[config.mk]
export PLATFORM = sky130hd
export DESIGN_NAME = sym_deframer
export DESIGN_NICKNAME = d
export VERILOG_FILES = /design/src/rtl/sym_deframer.sv
export SDC_FILE = /design/constraint.sdc
export NUM_CORES = 1
export LEC_CHECK = 0
export BUFFER_PORTS_ARGS = -buffer_cell sky130_fd_sc_hd__buf_2
export CORE_AREA = 2 2 56 58
export CTS_BUF_LIST = sky130_fd_sc_hd__clkbuf_8
export CTS_CLUSTER_SIZE = 20
export DETAILED_ROUTE_END_ITERATION = 10
export DIE_AREA = 0 0 58 60
export PLACE_DENSITY = 0.75
export SETUP_SLACK_MARGIN = 0.1
export SLEW_MARGIN = 20
export SYNTH_ARGS = -nofsm -noshare
export SYNTH_HDL_FRONTEND = slang
export SYNTH_SLANG_ARGS = --single-unit
export TNS_END_PERCENT = 50
[constraint.sdc]
create_clock -name clk -period 4.9 [get_ports clk]
set_clock_uncertainty 0.15 [all_clocks]
set_input_delay 0.245 -clock clk [delete_from_list [all_inputs] [get_ports clk]]
set_output_delay 0.245 -clock clk [all_outputs]
set_load 0.005 [all_outputs]
[src/rtl/sym_deframer.sv]
// Symbol deframer: hunts for an 8-bit sync word in a 2-bit symbol stream,
// then packs the following FRAME_LEN bytes MSB-first with one-cycle valid pulses.
module sym_deframer #(
  parameter logic [7:0] SYNC_WORD = 8'hA5,
  parameter int unsigned FRAME_LEN = 4
) (
  input  logic       clk,
  input  logic       reset_n,
  input  logic       din_valid,
  input  logic [1:0] datain,
  output logic [7:0] dout,
  output logic       dout_valid,
  output logic       sync_found,
  output logic       frame_done,
  output logic       locked,
  output logic [7:0] byte_idx,
  output logic       dbg_state
);

  // Handshake: a symbol is consumed on every rising edge where din_valid=1;
  // there is no backpressure. Output pulses are single-cycle and registered,
  // appearing the cycle after the edge that sampled the triggering symbol.

  typedef enum logic {
    S_HUNT    = 1'b0,
    S_PAYLOAD = 1'b1
  } state_t;

  localparam logic [7:0] LAST_BYTE = 8'(FRAME_LEN - 1);

  state_t     state_q, state_d;
  logic [7:0] window_q, window_d;
  logic [5:0] shreg_q, shreg_d;
  logic [1:0] sym_cnt_q, sym_cnt_d;
  logic [7:0] byte_cnt_q, byte_cnt_d;
  logic [7:0] dout_q, dout_d;
  logic       dout_valid_q, dout_valid_d;
  logic       sync_found_q, sync_found_d;
  logic       frame_done_q, frame_done_d;

  logic [7:0] win_next;
  logic [7:0] byte_next;

  assign win_next  = {window_q[5:0], datain};
  assign byte_next = {shreg_q, datain};

  always_ff @(posedge clk or negedge reset_n) begin
    if (!reset_n) begin
      state_q      <= S_HUNT;
      window_q     <= 8'h00;
      shreg_q      <= 6'h00;
      sym_cnt_q    <= 2'd0;
      byte_cnt_q   <= 8'd0;
      dout_q       <= 8'h00;
      dout_valid_q <= 1'b0;
      sync_found_q <= 1'b0;
      frame_done_q <= 1'b0;
    end else begin
      state_q      <= state_d;
      window_q     <= window_d;
      shreg_q      <= shreg_d;
      sym_cnt_q    <= sym_cnt_d;
      byte_cnt_q   <= byte_cnt_d;
      dout_q       <= dout_d;
      dout_valid_q <= dout_valid_d;
      sync_found_q <= sync_found_d;
      frame_done_q <= frame_done_d;
    end
  end

  always_comb begin
    state_d      = state_q;
    window_d     = window_q;
    shreg_d      = shreg_q;
    sym_cnt_d    = sym_cnt_q;
    byte_cnt_d   = byte_cnt_q;
    dout_d       = dout_q;
    dout_valid_d = 1'b0;
    sync_found_d = 1'b0;
    frame_done_d = 1'b0;

    if (din_valid) begin
      case (state_q)
        S_HUNT: begin
          window_d = win_next;
          if (win_next == SYNC_WORD) begin
            sync_found_d = 1'b1;
            state_d      = S_PAYLOAD;
            sym_cnt_d    = 2'd0;
            byte_cnt_d   = 8'd0;
          end
        end
        S_PAYLOAD: begin
          shreg_d   = {shreg_q[3:0], datain};
          sym_cnt_d = sym_cnt_q + 2'd1;
          if (sym_cnt_q == 2'd3) begin
            dout_d       = byte_next;
            dout_valid_d = 1'b1;
            if (byte_cnt_q == LAST_BYTE) begin
              // Clearing the window stops a sync from straddling frame end.
              frame_done_d = 1'b1;
              state_d      = S_HUNT;
              window_d     = 8'h00;
              byte_cnt_d   = 8'd0;
            end else begin
              byte_cnt_d = byte_cnt_q + 8'd1;
            end
          end
        end
        default: begin
          state_d = S_HUNT;
        end
      endcase
    end
  end

  assign dout       = dout_q;
  assign dout_valid = dout_valid_q;
  assign sync_found = sync_found_q;
  assign frame_done = frame_done_q;
  assign locked     = (state_q == S_PAYLOAD);
  assign byte_idx   = locked ? byte_cnt_q : 8'd0;
  assign dbg_state  = state_q;

endmodule

Yosys cells after proc, flatten, opt, wreduce, memory -nomap -nowiden
Cells that the tools add are included.
Widths: inputs -> output; s select.

word-level totals
  register bits after elaboration = 34
  bits of input ports = 5
  output and inout port bits = 21
  logic and storage cells = 46

cells by class
  add/subtract/negate cells = 2
  equal/unequal tests = 6
  multiplexer cells = 23
  bitwise logic cells = 1
  reduce and logical (&&, ||, !) cells = 5

operators by type and width
  cell                 count
  $mux 8               4
  $pmux 8 s2           1
  $mux 1               12
  $mux 6               2
  $pmux 6 s2           1
  $reduce_and 3->1     3
  $add 8x1->8 const B  1
  $eq 8x2->1 const B   1
  $eq 8x8->1 const B   1
  $ne 2x1->1 const B   2
  $pmux 2 s2           1
  $reduce_and 2->1     2
  $add 2x1->2 const B  1
  $eq 2x2->1 const B   1
  $mux 2               1
  $ne 2x2->1 const B   1
  $pmux 1 s2           1
  $not 1->1            1

Longest topological paths before layout
Gate-level depths: netlist of the first run.

  word-level depth = 5
  depth in mapped cells = 7
  mapped depth without buffers = 6

Worst setup path after synthesis of the first run
Ideal clock, no wire load.

  path kind = register to register
  start point = register byte_cnt_q[0]
  end point = register byte_cnt_q[2]
  library setup time = 0.120 ns
  arrival = 1.594 ns
  data required time = 4.630 ns
  setup slack = 3.037 ns
  stages on the path, launching flop included = 6
  path buffers = 0
  clock period less this slack = 1.863 ns
  cell sequence = dfrtp_1 -> ha_1 -> or4b_4 -> or2_4 -> nor3b_1 -> a31o_1

between the ends
  word-level cells in the longest chain between the ends = 4
  elaborated cells between the ends (all ways) = 5
  those cells by class = 1 x add/sub; 1 x eq/ne; 3 x mux

ends and longest elaborated chain
  what                                       RTL line  RTL
  start, declared                            35        logic [7:0] byte_cnt_q, byte_cnt_d;
  start signal, assigned                     63        byte_cnt_q <= byte_cnt_d;
  $add 8x1->8 or $eq 8x2->1 (tied branches)  106, 99
  $mux 8 (*)                                 99        if (byte_cnt_q == LAST_BYTE) begin
  $mux 8 (*)                                 96        if (sym_cnt_q == 2'd3) begin
  $pmux 8 s2 (*)                             83        case (state_q)

Every way passes the cells marked *; elsewhere a longest branch is shown, timed or not. The select of a mux whose other input is x is not followed.
A chain may end at the register's enable or synchronous reset.

Worst setup path in the final report of the first run
  start point = register state_q (netlist: dbg_state)
  end point = register byte_cnt_q[5]

between the ends
  word-level cells in the longest chain between the ends = 3
  elaborated cells between the ends (all ways) = 5
  those cells by class = 2 x eq/ne; 1 x mux; 1 x bitwise; 1 x reduce/logical

ends and longest elaborated chain
  what                        RTL line  RTL
  start, declared             31        state_t state_q, state_d;
  start signal, assigned      59        state_q <= state_d;
  $not 1->1                   --
  $ne 2x2->1 (no line)        --
  $reduce_and 3->1 (no line)  --

Several ways; a longest one is shown, not always the timed one.

==> flow_metrics.tcl, run 1 <==
set metrics [dict create \
    status "finished, final reports clean" \
    vias 1138 \
    hp-class "in2reg" \
    arrival_ns 2.46 \
    dp_cells 194 \
    overflow 0 \
    use_met2_pct 31.5 \
    synth-edff-count 0 \
    power_density_nw_per_um2 380 \
    std_cell_rows 20 \
    fmax_ghz 0.410 \
    gp_congestion 0.765 \
    yosys_warnings 0 \
    cp-start-kind "register" \
    antennaDiodeCount 0 \
    grt_pass1_wl_um 5070 \
    wire_per_inst_um 14.3 \
    synth_common_cells "dfrtp_1, nand2_1, and2_1, nand3_1, o21ai_0" \
    io_buffers 25 \
    critical_path_class "reg2reg" \
    tritoncts_num_sinks 34 \
    drc 0 \
    fin_area_um2 1750 \
    ys_seq_area_share_pct 56.9 \
    syn_avg_cell_area_um2 10.5 \
    clk_latency_ns 0.28 \
    met3_usage_pct 6.49 \
    slew_headroom_pct 52.0 \
    synthCells 143 \
    cts_resized 0 \
    instances_no_fill 202 \
    hold_violations 0 \
    die_area_um2 3480 \
    layout-drive-gt1-share_pct 26.0 \
    ys_ff_latch 34 \
    synthToLayoutAreaGrowth_pct 17.1 \
    syn_nets 150 \
    end_kind "register" \
    grt_pass1_vias 1108 \
    clockBufferDepth 2 \
    fin_crit_sh_pct 49.8 \
    die_w_um 58 \
    busiest_layer "met2" \
    cts_root_buf "clkbuf_8" \
    rsz0062_at_grt "false" \
    syn_area_um2 1500 \
    ant_nets 0 \
    yosysTopAreaCell "dfrtp_1" \
    ios 26 \
    grt_use_met1_pct 25.3 \
    min_period_ns 2.44 \
    synthTopCellsByArea "dfrtp_1, nand2_1, mux2_2, a22o_1, and2_1" \
    slew_viol_final 0 \
    peakVddDrop_mv 0.298 \
    synth.distinct_cells 35 \
    clk_pin_slew_worst_paths_ns 0.06 \
    antenna_found_initial 0 \
    whs_ns 0.0716 \
    vias_per_cell 5.63 \
    leakage_nw 0.946 \
    tightestPinTransition_ns 0.720 \
    n_fill_cell 253 \
    yosysTopAreaCellShare_pct 56.9 \
    fin_nets 176 \
    drt-pass1-iter-count 4 \
    ys_async_sr_fraction_pct 100 \
    synthFlopType "dfrtp_1" \
    hpwlAfterDp_um 2050 \
    finalSetupViolCount 0 \
    die_y_um 60 \
    cts_tree "done" \
    cp.required_ns 4.92 \
    postPlaceCellArea_um2 1630 \
    cts_htree_levels 2 \
    routed_wl_um 2900 \
    grt_max_degree 35 \
    tns_ns 0 \
    drt_iter0_drc 51 \
    core_area_um2 2900 \
    gr-usage-all-layers_pct 19.9 \
    cp_max_fo 20 \
    initial_core_util_pct 51.6 \
    numCtsBuffers 5 \
    cap_violations 0 \
]
[per-stage QoR]
stage | setup WS [ns] | total power, mW | utilization [%]
6_report | 2.46 | 0.666 | 60.4
5_1_grt | 2.21 | 0.701 | 60.4
4_1_cts | 2.46 | 0.675 | 60.4
3_5_place_dp | 2.48 | 0.414 | 56.2
3_3_place_gp | 2.59 | 0.407 | 56.2
2_1_floorplan | 3.04 | 0.389 | -
[power by group]
group / switching [mW] / internal, mW
registers: 0.0289 / 0.314
logic: 0.0291 / 0.0354
clock network: 0.0962 / 0.163
[cell type report]
| cell class | count | area, um^2 | share of cell area, % |
|---|---|---|---|
| flip-flops and latches | 34 | 851 | 48.5 |
| multi-input cells | 98 | 598 | 34.1 |
| inverters | 4 | 15.0 | 0.857 |
| well taps | 33 | 41.3 | 2.36 |
| repair buffers | 26 | 135 | 7.71 |
| clock inverters | 1 | 30.0 | 1.71 |
| clock buffers | 6 | 82.6 | 4.71 |
[cell families (layout without fill, tap and decap cells)]
family                     count (synthesis)  after routing  synth area share (%)
muxes                                      6              6                  4.51
DFF                                       34             34                  56.9
and+or+nand+nor                           68             68                  22.9
AOI/OAI and AO/OA                         22             22                  10.9
buffers and inverters                     11             37                  3.18
adders and majority gates                  2              2                  1.67
[path summary, 6_finish.rpt]
check / startpoint / to / slack, ns / cells after the start
worst max-delay path: dbg_state$_DFFE_PN0P_ / byte_cnt_q[5]$_DFFE_PN0P_ / 2.46 / 4
worst min-delay path: datain[1] / dout[1]$_DFFE_PN0P_ / 0.07 / 3
worst max register to register: dbg_state$_DFFE_PN0P_ / byte_cnt_q[5]$_DFFE_PN0P_ / 2.46 / 4
worst min register to register: dout[3]$_DFFE_PN0P_ / dout[3]$_DFFE_PN0P_ / 0.33 / 2
max in group asynchronous: reset_n / window_q[0]$_DFFE_PN0P_ / 3.73 / 2
min in group asynchronous: reset_n / dout_valid$_DFF_PN0_ / 0.40 / 2
[critical path: stages, from the launching register on]
cell	delay (ns)
dfrtp_1	0.66
nand3_1	0.55
inv_1	0.51
a21oi_1	0.10
a221o_1	0.36
[repair_timing]
item                                   in CTS  in global routing
buffers inserted                            0                  0
endpoints found under the hold margin      34                  0
hold buffers                                1                  0
setup endpoints to repair                   0                  0
[layer usage]
metal / part of all wire (%) / routed length (um)
met5: 0 / 0
met4: 1.3 / 39
met3: 5.4 / 157
met2: 48 / 1390
met1: 45 / 1310
[placed cells by master, fill, tap and decap left out, drive strengths merged, types with 4 or more instances in the layout]
| master | synthesis | routed |
|---|---|---|
| o21ai | 7 | 7 |
| a22o | 6 | 6 |
| mux2 | 6 | 6 |
| and2 | 8 | 8 |
| inv | 4 | 4 |
| buf | 3 | 25 |
| nand3 | 7 | 7 |
| nand2 | 34 | 34 |
| dfrtp | 34 | 34 |
| nor2 | 4 | 4 |
| clkbuf | 4 | 6 |
[registers in the layout, summed over array words and instances (netlist names), 2 cells and up]
register    count
dout            8
byte_cnt_q      8
window_q        6
shreg_q         6
sym_cnt_q       2
No activity file was read; power rests on OpenSTA's default activity.
==> run 2, diff against run 1 <==
==> constraint.sdc (replaced) <==
create_clock -name clk -period 2.5 [get_ports clk]
set_clock_uncertainty 0.15 [all_clocks]
set_input_delay 0.125 -clock clk [delete_from_list [all_inputs] [get_ports clk]]
set_output_delay 0.125 -clock clk [all_outputs]
set_load 0.005 [all_outputs]
==> flow_metrics.tcl, run 2 (synthesis results as in run 1) <==
set metrics [dict create \
    core_area_um2 2900 \
    critical_path_class "reg2reg" \
    fin_nets 181 \
    tns_ns 0 \
    finalSetupViolCount 0 \
    cts_setup_buffers 0 \
    clk_latency_ns 0.29 \
    grt_max_degree 35 \
    antennaDiodeCount 0 \
    grt_pass1_wl_um 4670 \
    fin_crit_sh_pct 80.2 \
    gr-usage-all-layers_pct 18.4 \
    cp-start-kind "register" \
    cts_root_buf "clkbuf_8" \
    drc 0 \
    tritoncts_num_sinks 34 \
    leakage_nw 0.969 \
    ant_nets 0 \
    p_seq_share_pct 51.3 \
    wire_per_inst_um 13.8 \
    peakVddDrop_mv 0.593 \
    hold_violations 0 \
    drt_iter0_drc 33 \
    clkPwrFrac_pct 38.8 \
    min_period_ns 2.01 \
    antenna_found_initial 0 \
    cts_resized 0 \
    vias_per_cell 5.58 \
    status "finished, final reports clean" \
    grt_pass1_vias 1006 \
    combinationalPowerShare_pct 9.9 \
    gp_congestion 0.796 \
    cts_tree "done" \
    intPower_mw 1.01 \
    hpwlAfterDp_um 2010 \
    cap_violations 0 \
    finalPower_mw 1.31 \
    vias 1155 \
    cts_htree_levels 2 \
    tightestPinTransition_ns 0.738 \
    slew_headroom_pct 50.8 \
    hp-class "in2reg" \
    cts.hold.buffers_added 3 \
    overflow 0 \
    r2r-start "byte_cnt_q[0]$_DFFE_PN0P_" \
    end_kind "register" \
    n_fill_cell 238 \
    clk_pin_slew_worst_paths_ns 0.07 \
    layout-drive-gt1-share_pct 27.0 \
    numCtsBuffers 5 \
    slew_viol_final 0 \
    rsz0062_at_grt "false" \
    power_density_nw_per_um2 730 \
    path_cells "ha_1 > or4b_4 > o31ai_2 > nand2_1 > a22o_1" \
    slowest_delay_ns 0.48 \
    die_area_um2 3480 \
    cp_max_fo 6 \
    drt-pass1-iter-count 4 \
    mostFrequentLayoutCells "nand2_1, dfrtp_1, buf_2" \
    switchingPower_mw 0.302 \
    io_buffers 25 \
    hp-start "din_valid" \
    routed_wl_um 2860 \
    initial_core_util_pct 51.6 \
    ios 26 \
    std_cell_rows 20 \
    arrival_ns 2.02 \
    critPathBufInv 0 \
    cp.required_ns 2.52 \
    synthToLayoutAreaGrowth_pct 20.0 \
    clockBufferDepth 2 \
    critPathLaunch "byte_cnt_q[0]$_DFFE_PN0P_" \
    swShare_pct 23.1 \
    die_w_um 58 \
    cpMaxStageDelayCell "or4b_4" \
    fmax_ghz 0.499 \
    die_y_um 60 \
    crit_family "simple AND/OR/NAND/NOR gates" \
]
-- run 2: changes by cell type in the layout (fill, tap and decap cells not counted) --
cell	delta
buf_4	+3
dlygate4sd3_1	+2
-- run 2: per-layer routing --
layer / global-route usage [%] / share of wire, % / wire length [um] / vias up
met5: 0 / 0 / 0 / -
met1: 24.8 / 44 / 1260 / 556
met3: 4.55 / 5.3 / 153 / 10
met2: 26.9 / 48 / 1370 / 30
li1: - / - / - / 559
met4: 11.0 / 2.7 / 78 / 0
-- run 2: path summary, 6_finish.rpt --
kind | to | slack, ns | cells after the start
max in group asynchronous | sym_cnt_q[0]$_DFFE_PN0P_ | 1.44 | 2
worst max-delay path | window_q[1]$_DFFE_PN0P_ | 0.49 | 5
min in group asynchronous | dout_valid$_DFF_PN0_ | 0.29 | 2
worst min register to register | dout[7]$_DFFE_PN0P_ | 0.32 | 2
worst min-delay path | sym_cnt_q[1]$_DFFE_PN0P_ | 0.05 | 2
worst max register to register | window_q[1]$_DFFE_PN0P_ | 0.49 | 5
-- run 2: metrics by stage --
stage	area [um^2]	hold WS (ns)	util, %	std cells	setup slack, ns
after floorplan	1500	-0.321	-	143	0.637
after global placement	1650	0.0663	56.9	197	0.588
after detailed placement	1650	0.0861	56.9	197	0.514
after CTS	1800	0.0402	61.9	207	0.493
after global routing	1800	0.0514	61.9	207	0.347
final	1800	0.0454	61.9	207	0.495
-- run 2: power by group through the flow --
stage               logic, mW  clock network, mW  registers, mW
CTS                     0.133              0.517          0.672
global placement        0.121                  0          0.678
detailed placement      0.130                  0          0.681
global route            0.146              0.540          0.681
finish                  0.130              0.508          0.672
floorplan               0.101                  0          0.661
-- run 2: area by class of cell --
type	instances	area [um^2]	share of cell area, %
sequential	34	851	47.4
timing repair buffer	31	178	9.90
clock buffer	6	82.6	4.60
clock inverter	1	30.0	1.67
multi-input combinational	98	598	33.3
tap	33	41.3	2.30
inverter	4	15.0	0.836
